<file path="config.mk">
export PLATFORM = sky130hd
export DESIGN_NAME = vga_fb_writer
export DESIGN_NICKNAME = d
export VERILOG_FILES = /design/src/rtl/vga_fb_writer.sv
export SDC_FILE = /design/constraint.sdc
export NUM_CORES = 1
export LEC_CHECK = 0
export CORE_UTILIZATION = 46
export CTS_BUF_LIST = sky130_fd_sc_hd__clkbuf_4 sky130_fd_sc_hd__clkbuf_8 sky130_fd_sc_hd__clkbuf_16
export CTS_CLUSTER_SIZE = 10
export DETAILED_ROUTE_END_ITERATION = 7
export GPL_TIMING_DRIVEN = 1
export PLACE_DENSITY_LB_ADDON = 0.08
export SLEW_MARGIN = 20
export SYNTH_ARGS = -nofsm -noshare
export SYNTH_HDL_FRONTEND = slang
export SYNTH_SLANG_ARGS = --single-unit
</file>
<file path="constraint.sdc">
create_clock -name clk -period 1.9 [get_ports clk]
set_clock_uncertainty 0.05 [all_clocks]
set_input_delay 0.19 -clock clk [delete_from_list [all_inputs] [get_ports clk]]
set_output_delay 0.19 -clock clk [all_outputs]
set_load 0.02 [all_outputs]
</file>
<file path="src/rtl/vga_fb_writer.sv">
// Write side of the 1-bpp SRAM framebuffer: single-pixel read-modify-write
// and whole-frame clear through the shared word-wide SRAM port.
module vga_fb_writer #(
  parameter int          FB_WIDTH  = 128,
  parameter int          FB_HEIGHT = 96,
  parameter logic [31:0] BASE_ADDR = 32'd0
) (
  input  logic        clk,
  input  logic        nrst,
  input  logic        req_valid,
  output logic        req_ready,
  input  logic [1:0]  req_op,
  input  logic [6:0]  req_x,
  input  logic [6:0]  req_y,
  output logic        done,
  output logic        err,
  input  logic        SRAM_busy,
  input  logic [31:0] SRAM_data_in,
  output logic [31:0] SRAM_data_out,
  output logic [31:0] word_address_dest,
  output logic [3:0]  byte_select,
  output logic        read_en,
  output logic        write_en,
  output logic [2:0]  dbg_state
);

  localparam int WORDS_PER_ROW = FB_WIDTH / 32;
  localparam int FB_WORDS      = WORDS_PER_ROW * FB_HEIGHT;
  localparam int CNT_W         = $clog2(FB_WORDS);

  localparam logic [1:0] OP_CLR_PIX   = 2'b00;
  localparam logic [1:0] OP_SET_PIX   = 2'b01;
  localparam logic [1:0] OP_TGL_PIX   = 2'b10;
  localparam logic [1:0] OP_CLR_FRAME = 2'b11;

  typedef enum logic [2:0] {
    S_IDLE = 3'd0,
    S_RD   = 3'd1,
    S_MOD  = 3'd2,
    S_WR   = 3'd3,
    S_CLR  = 3'd4
  } state_t;

  state_t             r_state;
  state_t             w_next;
  logic [1:0]         r_op;
  logic [4:0]         r_bit;
  logic [31:0]        r_addr;
  logic [31:0]        r_word;
  logic [CNT_W-1:0]   r_cnt;
  logic               r_done;
  logic               r_err;

  logic               w_reject;
  logic               w_last;
  logic [31:0]        w_req_addr;
  logic [31:0]        w_mask;

  assign w_reject   = {25'd0, req_y} >= 32'(FB_HEIGHT);
  assign w_last     = r_cnt == CNT_W'(FB_WORDS - 1);
  assign w_req_addr = BASE_ADDR + 32'(req_y) * 32'(WORDS_PER_ROW) + 32'(req_x >> 5);
  assign w_mask     = 32'd1 << r_bit;

  // Valid/ready: a command transfers at a posedge where req_valid && req_ready.
  // req_ready is high only in IDLE, which includes the cycle done is pulsed.
  always_comb begin
    w_next            = r_state;
    req_ready         = 1'b0;
    read_en           = 1'b0;
    write_en          = 1'b0;
    word_address_dest = 32'd0;
    SRAM_data_out     = 32'd0;
    case (r_state)
      S_IDLE: begin
        req_ready = 1'b1;
        if (req_valid) begin
          if (req_op == OP_CLR_FRAME) w_next = S_CLR;
          else if (!w_reject)         w_next = S_RD;
        end
      end
      S_RD: begin
        read_en           = 1'b1;
        word_address_dest = r_addr;
        if (!SRAM_busy) w_next = S_MOD;
      end
      S_MOD: w_next = S_WR;
      S_WR: begin
        write_en          = 1'b1;
        word_address_dest = r_addr;
        SRAM_data_out     = r_word;
        if (!SRAM_busy) w_next = S_IDLE;
      end
      S_CLR: begin
        write_en          = 1'b1;
        word_address_dest = BASE_ADDR + 32'(r_cnt);
        if (!SRAM_busy && w_last) w_next = S_IDLE;
      end
      default: w_next = S_IDLE;
    endcase
    byte_select = (read_en || write_en) ? 4'hF : 4'h0;
  end

  always_ff @(posedge clk or negedge nrst) begin
    if (!nrst) begin
      r_state <= S_IDLE;
      r_op    <= 2'b00;
      r_bit   <= 5'd0;
      r_addr  <= 32'd0;
      r_word  <= 32'd0;
      r_cnt   <= '0;
      r_done  <= 1'b0;
      r_err   <= 1'b0;
    end else begin
      r_state <= w_next;
      r_done  <= 1'b0;
      r_err   <= 1'b0;
      case (r_state)
        S_IDLE: begin
          if (req_valid) begin
            r_op   <= req_op;
            r_bit  <= req_x[4:0];
            r_addr <= w_req_addr;
            r_cnt  <= '0;
            if (req_op != OP_CLR_FRAME && w_reject) begin
              r_done <= 1'b1;
              r_err  <= 1'b1;
            end
          end
        end
        S_RD: if (!SRAM_busy) r_word <= SRAM_data_in;
        S_MOD: begin
          case (r_op)
            OP_CLR_PIX: r_word <= r_word & ~w_mask;
            OP_SET_PIX: r_word <= r_word | w_mask;
            OP_TGL_PIX: r_word <= r_word ^ w_mask;
            default:    r_word <= r_word;
          endcase
        end
        S_WR: if (!SRAM_busy) r_done <= 1'b1;
        S_CLR: begin
          // The counter parks on the last word rather than wrapping.
          if (!SRAM_busy) begin
            if (w_last) r_done <= 1'b1;
            else        r_cnt  <= r_cnt + 1'b1;
          end
        end
        default: ;
      endcase
    end
  end

  assign done      = r_done;
  assign err       = r_err;
  assign dbg_state = r_state;

endmodule

</file>
==> results.py <==
metrics = {
    "run_status": {
        "outcome": "complete, but fails checks",
        "violations": "setup timing",
    },
    "power": {
        "pwr-share-clk": 0.139,
        "power.leakage_nw": 3.37,
        "power_frac_seq": 0.193,
        "pwr-share-comb": 0.668,
        "netSwitchingFraction": 0.480,
        "ir_drop_mv": 0.872,
        "p_switching_w": 0.00597,
        "power_density_nw_per_um2": 1720,
        "intPower_w": 0.00647,
    },
    "clock_network": {
        "cts_tree": "built",
        "htreeDepth": 3,
        "numCtsBuffers": 9,
        "clock-sinks": 62,
        "clockBufferDepth": 2,
        "clockRootBuffer": "clkbuf_16",
        "clk_pin_slew_ns": 0.06,
        "insertion_delay_ns": 0.34,
    },
    "place": {
        "placed_area_um2": 6720,
        "portBuffers": 104,
        "dp_cells": 863,
        "place_congestion": 0.796,
        "dpl.hpwl_um": 9980,
    },
    "sta": {
        "fin_crit_sh": 1.01,
        "hold_viol_final": 0,
        "drv_slew": 0,
        "finalSetupViolCount": 3,
        "timing.final.crit_period_ns": 1.91,
        "setup_ws_ns": -0.0118,
        "timing.fmax_mhz": 523,
        "rsz0062_at_grt": "yes",
    },
    "worst_setup_path": {
        "rr_endpoint": "r_word[14]",
        "r2r-start": "r_bit[4]",
        "critPathKind": "reg -> out",
        "worstPathArrival_ns": 1.67,
        "required_ns": 1.66,
        "cp_max_fo": 10,
        "crit_path_end_kind": "output pin",
        "crit_end": "SRAM_data_out[14]",
        "cp-start-kind": "register",
        "crit_start": "dbg_state[2]",
        "reg2reg_depth": 9,
        "r2r_setup_slack_ns": 0.01,
    },
    "detailed_routing": {
        "drc_errors": 0,
        "firstDrtPassIters": 4,
        "wl_um": 15500,
        "avgViaCountPerCell": 5.45,
        "wl_per_cell_um": 17.3,
        "vias": 4885,
        "drt-initial-drc-count": 272,
        "ant_nets": 0,
    },
    "yosys": {
        "synth-seq-cells": 62,
        "synthArstFlopShare": 1.00,
        "yosysWarnings": 0,
        "synth_cell_types": 42,
        "ys.flop_type": "dfrtp_1",
        "synth_edf_count": 0,
        "avgSynthCellArea_um2": 8.65,
        "synth_cells": 627,
        "yosysSeqAreaShare": 0.286,
        "syn-cell-area_um2": 5420,
    },
    "layout": {
        "area_delta_synth_final_pct": 33.7,
        "layout-drive-gt1-share": 0.255,
        "fin_cells": 897,
        "nets": 869,
        "antennaDiodeCount": 0,
        "final_area_um2": 7250,
    },
    "global_routing": {
        "grt_max_degree": 63,
        "track_usage": 0.245,
        "grt_overflow": 0,
        "grt_pass1_vias": 4901,
        "antenna_found_initial": 0,
        "grt_pass1_wl_um": 24000,
    },
    "floorplan": {
        "die_x_um": 111,
        "start_util": 0.473,
        "ios": 128,
        "core_region_area_um2": 11500,
        "die-area_um2": 12200,
        "core.rowCount": 39,
        "die_height_um": 111,
    },
    "flow_run": {
        "cap_violations": 0,
    },
    "min_path": {
        "hp-class": "in -> reg",
    },
}
[cell usage after synthesis (5+ instances only)]
library cell | count | area, µm²
a21oi_1 | 33 | 165
a311oi_2 | 28 | 420
a32o_1 | 9 | 90.1
and3_1 | 35 | 219
buf_2 | 7 | 35.0
buf_4 | 29 | 218
clkbuf_1 | 30 | 113
dfrtp_1 | 62 | 1550
ha_1 | 68 | 851
inv_1 | 38 | 143
mux2i_1 | 32 | 320
nand2_1 | 112 | 420
nand2b_1 | 34 | 213
nor2_1 | 42 | 158
xor2_1 | 5 | 43.8
[state kept, by name, indices dropped and copies added, names as in the netlist]
| register | flops |
|---|---|
| dbg_state | 3 |
| r_op | 2 |
| r_cnt | 9 |
| r_addr | 9 |
| r_bit | 5 |
| r_word | 32 |
| done | 1 |
| err | 1 |
[cells by family after synthesis]
| logic type | synth area share |
|---|---|
| XOR/XNOR | 0.00808 |
| flip-flops | 0.286 |
| other | 0.000692 |
| AO/OA/AOI/OAI | 0.159 |
| buffers and inverters | 0.103 |
| adder cells (fa/ha/maj) | 0.157 |
| multiplexers | 0.0591 |
| AND/OR/NAND/NOR | 0.228 |
[area by class of cell]
type                            instances  area (µm²)
Clock inverter                          7        80.1
Fill cell                             988        4220
Sequential cell                        62        1560
Timing Repair Buffer                  160        1440
Tap cell                              143         179
Clock buffer                            9         225
Inverter                               38         143
Multi-Input combinational cell        478        3620
[power by group through the flow]
stage,sequential [W],combinational (W),clock (W)
3_5_place_dp,0.00240,0.00761,0
3_3_place_gp,0.00237,0.00734,0
2_1_floorplan,0.00224,0.00512,0
4_1_cts,0.00240,0.00756,0.00175
6_report,0.00240,0.00830,0.00173
5_1_grt,0.00247,0.00906,0.00181
[worst max-delay path, stage by stage (launching register included)]
cell and delay (ns):
dfrtp_2 0.44, nor2b_4 0.17, buf_4 0.16, buf_12 0.10, clkbuf_16 0.14, and3_1 0.15, buf_2 0.16
[per-layer routing]
| layer | track usage | vias to the layer above | wire length, µm | share of wire |
|---|---|---|---|---|
| li1 | - | 2338 | - | - |
| met1 | 0.310 | 2396 | 6770 | 0.44 |
| met2 | 0.417 | 133 | 7760 | 0.50 |
| met3 | 0.0379 | 18 | 718 | 0.046 |
| met4 | 0.0996 | 0 | 261 | 0.017 |
| met5 | 0 | - | 0 | 0 |
[layout by cell type, fill, tap and decap left out, types with 4 or more instances in the layout]
cell type / netlist / final
inv_1: 38 / 38
clkbuf_16: 0 / 12
ha_4: 0 / 5
clkdlybuf4s50_1: 0 / 54
mux2i_1: 32 / 32
and2_1: 4 / 4
dfrtp_2: 0 / 5
a32o_1: 9 / 9
a311oi_2: 28 / 31
nand3_1: 4 / 4
nor2_1: 42 / 41
o21ai_0: 4 / 4
nand2b_4: 0 / 4
and3_1: 35 / 34
conb_1: 1 / 23
nand2b_1: 34 / 30
buf_12: 0 / 11
dfrtp_1: 62 / 57
nand2_2: 0 / 10
clkbuf_2: 0 / 32
buf_4: 29 / 35
nand2_1: 112 / 99
ha_1: 68 / 62
xor2_1: 5 / 5
buf_6: 4 / 6
a21oi_1: 33 / 33
buf_2: 7 / 15
[repair_timing]
item	in CTS	in global routing
endpoints found under the setup margin	59	74
setup buffers	2	11
resized for setup	88	132
hold endpoints to repair	62	0
pin swaps	0	11
gates cloned	1	3
hold buffers	1	0
[per-stage QoR]
step	power, W	hold WS (ns)	TNS (ns)	setup slack, ns	util
floorplan	0.00735	-0.156	0	0.0204	-
global placement	0.00971	0.193	0	0.0441	0.586
detailed placement	0.0100	0.182	-0.163	-0.0337	0.586
CTS	0.0117	0.313	-0.0207	-0.0207	0.616
global route	0.0133	0.346	-1.85	-0.0946	0.632
finish	0.0124	0.315	-0.0176	-0.0118	0.632
[worst min path at each step]
stage,from,end,cells after the start
after floorplan,nrst,dbg_state[0],0
after global placement,nrst,r_word[26],2
after detailed placement,nrst,r_word[26],2
after CTS,req_y[2],r_addr[4],3
after global routing,req_x[6],r_addr[1],3
final,req_y[2],r_addr[4],3
Power figures use the tool's default switching activity.
